**src/rtl/or_unit_arbiter_pkg.sv**
```systemverilog
// Shared definitions for the round-robin OR-unit arbiter: FSM state encoding and
// default sizing.
package or_unit_arbiter_pkg;

  typedef enum logic [1:0] {
    ST_IDLE = 2'd0,
    ST_LOAD = 2'd1,
    ST_EXEC = 2'd2
  } state_t;

  localparam int DEF_NREQ  = 4;
  localparam int DEF_WIDTH = 8;

endpackage

```
**src/rtl/or_vec.sv**
```systemverilog
// Shared OR datapath: one gate primitive per bit, purely combinational.
module or_vec #(
  parameter int WIDTH = 8
) (
  input  logic [WIDTH-1:0] a,
  input  logic [WIDTH-1:0] b,
  output logic [WIDTH-1:0] y
);

  for (genvar i = 0; i < WIDTH; i++) begin : g_bit
    or u_or (y[i], a[i], b[i]);
  end

endmodule

```
**src/rtl/or_unit_arbiter.sv**
```systemverilog
// Round-robin arbiter that time-multiplexes a single OR datapath among NREQ
// requesters: grant, capture operands, compute, then pulse done with the result.
module or_unit_arbiter
  import or_unit_arbiter_pkg::*;
#(
  parameter int NREQ  = DEF_NREQ,
  parameter int WIDTH = DEF_WIDTH
) (
  input  logic                  clk,
  input  logic                  rst,
  input  logic [NREQ-1:0]       req,
  input  logic [NREQ*WIDTH-1:0] op_a,
  input  logic [NREQ*WIDTH-1:0] op_b,
  output logic [NREQ-1:0]       gnt,
  output logic                  busy,
  output logic [WIDTH-1:0]      result,
  output logic [NREQ-1:0]       done
);

  localparam int IDXW = (NREQ > 1) ? $clog2(NREQ) : 1;

  state_t            state_r, state_n;
  logic [NREQ-1:0]   gnt_r, gnt_n;
  logic [NREQ-1:0]   done_r, done_n;
  logic              busy_r, busy_n;
  logic [IDXW-1:0]   last_r, last_n;
  logic [WIDTH-1:0]  opa_r, opb_r;
  logic [WIDTH-1:0]  result_r;
  logic [WIDTH-1:0]  or_y;
  logic [IDXW-1:0]   win;
  logic              load_ops;
  logic              load_result;

  // First set request bit scanning upward from last+1, wrapping modulo NREQ.
  function automatic logic [IDXW-1:0] rr_pick(input logic [NREQ-1:0] r,
                                              input logic [IDXW-1:0] last);
    logic [IDXW-1:0] pick;
    logic [IDXW-1:0] idx;
    pick = last;
    for (int i = NREQ; i >= 1; i--) begin
      idx = IDXW'((int'(last) + i) % NREQ);
      if (r[idx]) begin
        pick = idx;
      end else begin
        pick = pick;
      end
    end
    return pick;
  endfunction

  function automatic logic [NREQ-1:0] onehot(input logic [IDXW-1:0] idx);
    return {{(NREQ-1){1'b0}}, 1'b1} << idx;
  endfunction

  or_vec #(.WIDTH(WIDTH)) u_or_vec (
    .a(opa_r),
    .b(opb_r),
    .y(or_y)
  );

  // Next-state and next-output decode.
  always_comb begin
    state_n     = state_r;
    gnt_n       = '0;
    done_n      = '0;
    busy_n      = 1'b0;
    last_n      = last_r;
    load_ops    = 1'b0;
    load_result = 1'b0;
    win         = rr_pick(req, last_r);
    case (state_r)
      ST_IDLE: begin
        if (|req) begin
          state_n = ST_LOAD;
          gnt_n   = onehot(win);
          last_n  = win;
          busy_n  = 1'b1;
        end else begin
          state_n = ST_IDLE;
        end
      end
      ST_LOAD: begin
        state_n  = ST_EXEC;
        busy_n   = 1'b1;
        load_ops = 1'b1;
      end
      ST_EXEC: begin
        state_n     = ST_IDLE;
        done_n      = onehot(last_r);
        load_result = 1'b1;
      end
      default: begin
        state_n = ST_IDLE;
      end
    endcase
  end

  // State, pointer, operand and output registers.
  always_ff @(posedge clk) begin
    if (rst) begin
      state_r  <= ST_IDLE;
      gnt_r    <= '0;
      done_r   <= '0;
      busy_r   <= 1'b0;
      last_r   <= IDXW'(NREQ - 1);
      opa_r    <= '0;
      opb_r    <= '0;
      result_r <= '0;
    end else begin
      state_r <= state_n;
      gnt_r   <= gnt_n;
      done_r  <= done_n;
      busy_r  <= busy_n;
      last_r  <= last_n;
      if (load_ops) begin
        opa_r <= op_a[int'(last_r)*WIDTH +: WIDTH];
        opb_r <= op_b[int'(last_r)*WIDTH +: WIDTH];
      end else begin
        opa_r <= opa_r;
        opb_r <= opb_r;
      end
      if (load_result) begin
        result_r <= or_y;
      end else begin
        result_r <= result_r;
      end
    end
  end

  assign gnt    = gnt_r;
  assign done   = done_r;
  assign busy   = busy_r;
  assign result = result_r;

endmodule

```
**config.mk**
```make
export PLATFORM = sky130hd
export DESIGN_NAME = or_unit_arbiter
export DESIGN_NICKNAME = d
export VERILOG_FILES = /design/src/rtl/or_unit_arbiter_pkg.sv /design/src/rtl/or_vec.sv /design/src/rtl/or_unit_arbiter.sv
export SDC_FILE = /design/constraint.sdc
export NUM_CORES = 1
export LEC_CHECK = 0
export BUFFER_PORTS_ARGS = -buffer_cell sky130_fd_sc_hd__buf_2
export CAP_MARGIN = 20
export CORE_AREA = 2 2 63 65
export CTS_CLUSTER_DIAMETER = 200
export CTS_CLUSTER_SIZE = 40
export DETAILED_ROUTE_END_ITERATION = 6
export DIE_AREA = 0 0 65 67
export GPL_TIMING_DRIVEN = 0
export PLACE_DENSITY = 0.83
export SKIP_CTS_REPAIR_TIMING = 1
export SYNTH_ARGS = -nofsm -noshare
export SYNTH_HDL_FRONTEND = slang
export SYNTH_SLANG_ARGS = --single-unit
```
**constraint.sdc**
```tcl
create_clock -name clk -period 3.6 [get_ports clk]
set_input_delay 0.72 -clock clk [delete_from_list [all_inputs] [get_ports clk]]
set_output_delay 0.72 -clock clk [all_outputs]
set_load 0.02 [all_outputs]
```
==> results of run 1 <==
[placed cells by master (no fill, tap or decap), types with 4 or more instances in the layout]
cell      instances
nor3_1           18
clkbuf_1          4
buf_2            91
clkbuf_8          6
nor2_1           11
and3_1            4
a21oi_1           5
nand2b_1          4
a22o_1           16
dfxtp_1          37
mux4_2           14
[critical path: stages]
cell     delay [ps]
buf_2           140
o41ai_4         550
nor2_1          150
and3_1          220
[metrics by stage]
| step | util, % | area, um^2 | worst slack, ps | hold slack [ps] | cells |
|---|---|---|---|---|---|
| after floorplan | - | 1690 | 2010 | 443 | 144 |
| final | 62.7 | 2260 | 1990 | 486 | 284 |
| after global routing | 62.7 | 2260 | 1890 | 503 | 284 |
| after global placement | 60.3 | 2170 | 1730 | 463 | 277 |
| after CTS | 62.7 | 2260 | 2000 | 485 | 284 |
| after detailed placement | 60.3 | 2170 | 1690 | 470 | 277 |
[cell usage after synthesis, drive strengths merged]
master	instances
nor3b	2
inv	1
dfxtp	37
nor2b	3
a22o	16
a31oi	1
mux4	16
o41ai	1
nor2	12
o21ai	2
o21a	1
a21oi	5
nand2b	4
nor3	18
and3	4
nor4	4
nand2	3
or3	1
buf	9
clkbuf	4
[registers in the layout (all words and copies together), names as in the netlist]
signal,count
busy,1
gnt,4
opa_r,8
state_r,2
done,4
last_r,2
result,8
opb_r,8
[layout make-up]
class,instances,area [um^2]
plain buffers,13,88.8
repair buffers,85,425
well taps,48,60.1
clock buffers,7,86.3
flip-flops and latches,37,741
fillers,295,1350
inverters,1,3.75
multi-input cells,93,855
[logic make-up after synthesis]
| kind of cell | after synthesis | share of synthesized area [%] |
|---|---|---|
| multiplexers | 16 | 21.8 |
| buffers and inverters | 14 | 5.49 |
| flip-flops | 37 | 43.9 |
| AO/OA/AOI/OAI | 26 | 12.8 |
| AND/OR/NAND/NOR | 51 | 16.0 |
[metal layers]
| metal | vias to the layer above | routed length [um] | track usage (%) |
|---|---|---|---|
| met5 | - | 0 | 0 |
| met4 | 0 | 74 | 7.71 |
| met3 | 9 | 273 | 5.24 |
| met2 | 57 | 2050 | 34.7 |
| met1 | 715 | 1850 | 27.8 |
| li1 | 735 | - | - |
[worst paths after layout]
check / cells after the start / slack, ps / endpoint
worst max register to register: 4 / 2160 / opb_r[7]
worst max-delay path: 4 / 1990 / gnt[1]
worst min register to register: 1 / 490 / opa_r[7]
worst min-delay path: 1 / 490 / opa_r[7]
[report_power, final]
part / internal (mW) / total (mW) / switching, mW
Sequential: 0.446 / 0.463 / 0.0170
Combinational: 0.146 / 0.275 / 0.130
Clock: 0.152 / 0.280 / 0.128
==> impl_metrics.csv, run 1 <==
group,metric,value,unit
run,maxCapViolCount,0,
detailed_routing,wl_per_cell,14.9,um
grt,grt_max_degree,11,
timing,relSlewSlack,67.3,%
floorplanning,start_util,46.8,%
grt,grt_pass1_vias,1478,
power,cellPowerDensity,450,mW/mm^2
detailed_routing,routed_wl,4240,um
grt,grt_overflow,0,
detailed_routing,vias,1516,
timing,fin_tns_setup,0,ps
timing,fin_skew,3.77,ps
clocking,clock-sinks,37,
yosys,synth_top_area_share,43.9,%
yosys,syn_area_per_cell,11.7,um^2
grt,grt_pass1_wl,7050,um
worst_setup_path,cp_max_fo,7,
place,portBuffers,85,
power,power.total,1.02,mW
timing,max_freq,0.621,GHz
yosys,yosysSeqAreaShare,43.9,%
final_layout,area_growth,33.9,%
place,place_congestion,0.831,
worst_setup_path,reg2reg_from,"last_r[0]",
final_layout,antenna_cells,0,
yosys,synth_cells,144,
clocking,clockBufferDepth,2,
yosys,yosysUniqueCellTypes,26,
floorplanning,rows,22,
worst_setup_path,endpoint_kind,"flop",
clocking,clk_pin_slew,70,ps
detailed_routing,drc,0,
floorplanning,die_x,65,um
timing,finalCritPeriodShare,44.7,%
clocking,cts_inserted_buffers,5,
clocking,cts_root_buf,"clkbuf_8",
final_layout,final_net_count,306,
run_status,status,"completed",
worst_setup_path,crit_type,"in -> reg",
yosys,yosysWarnings,0,
detailed_routing,firstDrtPassIters,4,
floorplanning,core-area,0.00361,mm^2
floorplanning,dieArea,0.00436,mm^2
place,dpl.hpwl,3360,um
power,leakagePower,1.07,nW
min_path,holdCritPathClass,"reg -> reg",
detailed_routing,drtIter0Drc,68,
grt,antenna_found_initial,0,
timing,hold_viol,0,
worst_setup_path,crit_start,"req[1]",
timing,slew_violations,0,
floorplanning,io_pins,87,
yosys,ys_ff_latch,37,
clocking,cts_tree,"yes",
grt,track_usage,21.4,%
timing,worstMarginPinSlew,489,ps
timing,period_needed,1610,ps
timing,finalSetupViolations,0,
worst_setup_path,start_kind,"input pin",
detailed_routing,vias_per_cell,5.34,
clocking,insertion_delay,280,ps
yosys,synth_area,0.00169,mm^2
yosys,synth_area_leaders,"dfxtp_1, mux4_2, a22o_1, nor3_1, mux4_1",
yosys,synth_nets,214,
timing,rsz0062_at_grt,"no",
final_layout,drive_gt1_share,50.0,%
clocking,cts.htree.levels,2,
floorplanning,die_y,67,um
yosys,yosys.area.top_type,"dfxtp_1",
power,peakVddDrop,162,uV
min_path,min_from,"opa_r[7]",
worst_setup_path,cp.required,3780,ps
worst_setup_path,crit_arrival,1790,ps
detailed_routing,ant_nets,0,
(Power assumes the default switching activity.)
==> run 2, diff against run 1 <==
--- a/config.mk
+++ b/config.mk
@@ -7,13 +7,13 @@
 export LEC_CHECK = 0
 export BUFFER_PORTS_ARGS = -buffer_cell sky130_fd_sc_hd__buf_2
 export CAP_MARGIN = 20
-export CORE_AREA = 2 2 63 65
+export CORE_AREA = 2 2 65 67
 export CTS_CLUSTER_DIAMETER = 200
 export CTS_CLUSTER_SIZE = 40
 export DETAILED_ROUTE_END_ITERATION = 6
-export DIE_AREA = 0 0 65 67
+export DIE_AREA = 0 0 67 69
 export GPL_TIMING_DRIVEN = 0
-export PLACE_DENSITY = 0.83
+export PLACE_DENSITY = 0.79
 export SKIP_CTS_REPAIR_TIMING = 1
 export SYNTH_ARGS = -nofsm -noshare
 export SYNTH_HDL_FRONTEND = slang
==> constraint.sdc (replaced) <==
create_clock -name clk -period 1.65 [get_ports clk]
set_input_delay 0.33 -clock clk [delete_from_list [all_inputs] [get_ports clk]]
set_output_delay 0.33 -clock clk [all_outputs]
set_load 0.02 [all_outputs]
==> impl_metrics.csv, run 2 (same netlist as run 1, synthesis figures left out) <==
group,metric,value,unit
run_status,status,"completed",
place,place_congestion,0.781,
clocking,cts.htree.levels,2,
floorplanning,die_y,69,um
floorplanning,dieArea,0.00462,mm^2
final_layout,final_cell_mix,"buf_2, dfxtp_1, nor3_1",
timing,period_needed,1460,ps
worst_setup_path,cp_max_fo,10,
timing,fin_skew,9.93,ps
power,leakagePower,1.08,nW
place,dpl.hpwl,3320,um
detailed_routing,ant_nets,0,
min_path,holdCritPathClass,"in -> reg",
run,maxCapViolCount,0,
timing,hold_viol,0,
grt,grt_pass1_wl,7020,um
detailed_routing,firstDrtPassIters,4,
place,portBuffers,85,
worst_setup_path,cp.required,1820,ps
timing,slew_violations,0,
place,dpl_cell_area,0.00218,mm^2
worst_setup_path,crit_type,"reg -> reg",
floorplanning,start_util,43.1,%
worst_setup_path,crit_arrival,1630,ps
timing,fin_tns_setup,0,ps
detailed_routing,wl_per_cell,14.7,um
final_layout,final_net_count,306,
detailed_routing,drc,0,
floorplanning,rows,23,
clocking,clockBufferDepth,2,
final_layout,design_area,0.00229,mm^2
timing,rsz0062_at_grt,"no",
timing,finalCritPeriodShare,88.4,%
floorplanning,io_pins,87,
timing,worstMarginPinSlew,480,ps
power,cellPowerDensity,1050,mW/mm^2
timing,max_freq,0.686,GHz
final_layout,antenna_cells,0,
detailed_routing,vias,1486,
grt,grt_pass1_vias,1470,
final_layout,drive_gt1_share,50.2,%
final_layout,area_growth,35.8,%
floorplanning,die_x,67,um
clocking,clock-sinks,37,
grt,grt_max_degree,12,
timing,finalSetupViolations,0,
clocking,clk_pin_slew,70,ps
worst_setup_path,endpoint_kind,"flop",
worst_setup_path,start_kind,"flop",
clocking,insertion_delay,280,ps
clocking,cts_inserted_buffers,5,
detailed_routing,vias_per_cell,5.18,
detailed_routing,routed_wl,4220,um
timing,relSlewSlack,67.9,%
grt,grt_overflow,0,
clocking,cts_tree,"yes",
clocking,cts_root_buf,"clkbuf_8",
floorplanning,core-area,0.00391,mm^2
detailed_routing,drtIter0Drc,43,
power,peakVddDrop,495,uV
final_layout,final_common_cell,"buf_2",
grt,track_usage,19.8,%
grt,antenna_found_initial,0,
## run 2: final timing paths
| path | start | to | slack (ps) | cells past startpoint |
|---|---|---|---|---|
| min reg2reg | opa_r[2] | opa_r[2] | 480 | 1 |
| max reg2reg | last_r[0] | opb_r[7] | 190 | 4 |
| min | rst | gnt[2] | 370 | 2 |
| max | last_r[0] | opb_r[7] | 190 | 4 |
## run 2: cell type report
| class | count | area, um^2 |
|---|---|---|
| tap | 50 | 62.6 |
| fill | 356 | 1620 |
| timing repair buffer | 85 | 425 |
| sequential | 37 | 741 |
| inverter | 1 | 3.75 |
| clock buffer | 7 | 86.3 |
| buffer | 13 | 88.8 |
| multi-input combinational | 93 | 855 |
| clock inverter | 1 | 30.0 |
## run 2: critical path, stage by stage, from the launching register on
cell and delay (ps):
dfxtp_1 340, buf_6 130, buf_6 150, mux4_2 530
a22o_1 200
## run 2: metrics by stage
stage / utilization, % / setup WS, ps / hold WS (ps) / cells / total power [mW]
6_report: 58.6 / 192 / 369 / 287 / 2.40
5_1_grt: 58.6 / 140 / 378 / 287 / 2.52
4_1_cts: 58.6 / 183 / 359 / 287 / 2.41
3_5_place_dp: 55.6 / 182 / 467 / 279 / 1.63
3_3_place_gp: 55.6 / 209 / 463 / 279 / 1.62
2_1_floorplan: - / 321 / 443 / 144 / 1.44
## run 2: report_power, final
group	leakage [nW]	total (mW)	switching [mW]	internal [mW]
clock	0.0585	0.790	0.298	0.492
sequential	0.303	1.01	0.0384	0.972
combinational	0.722	0.601	0.283	0.318
## run 2: per-layer routing
layer	track usage, %	routed length [um]	up-vias
met3	4.73	248	4
met2	31.0	2040	52
li1	-	-	738
met1	27.1	1890	692
met5	0	0	-
met4	5.44	39	0
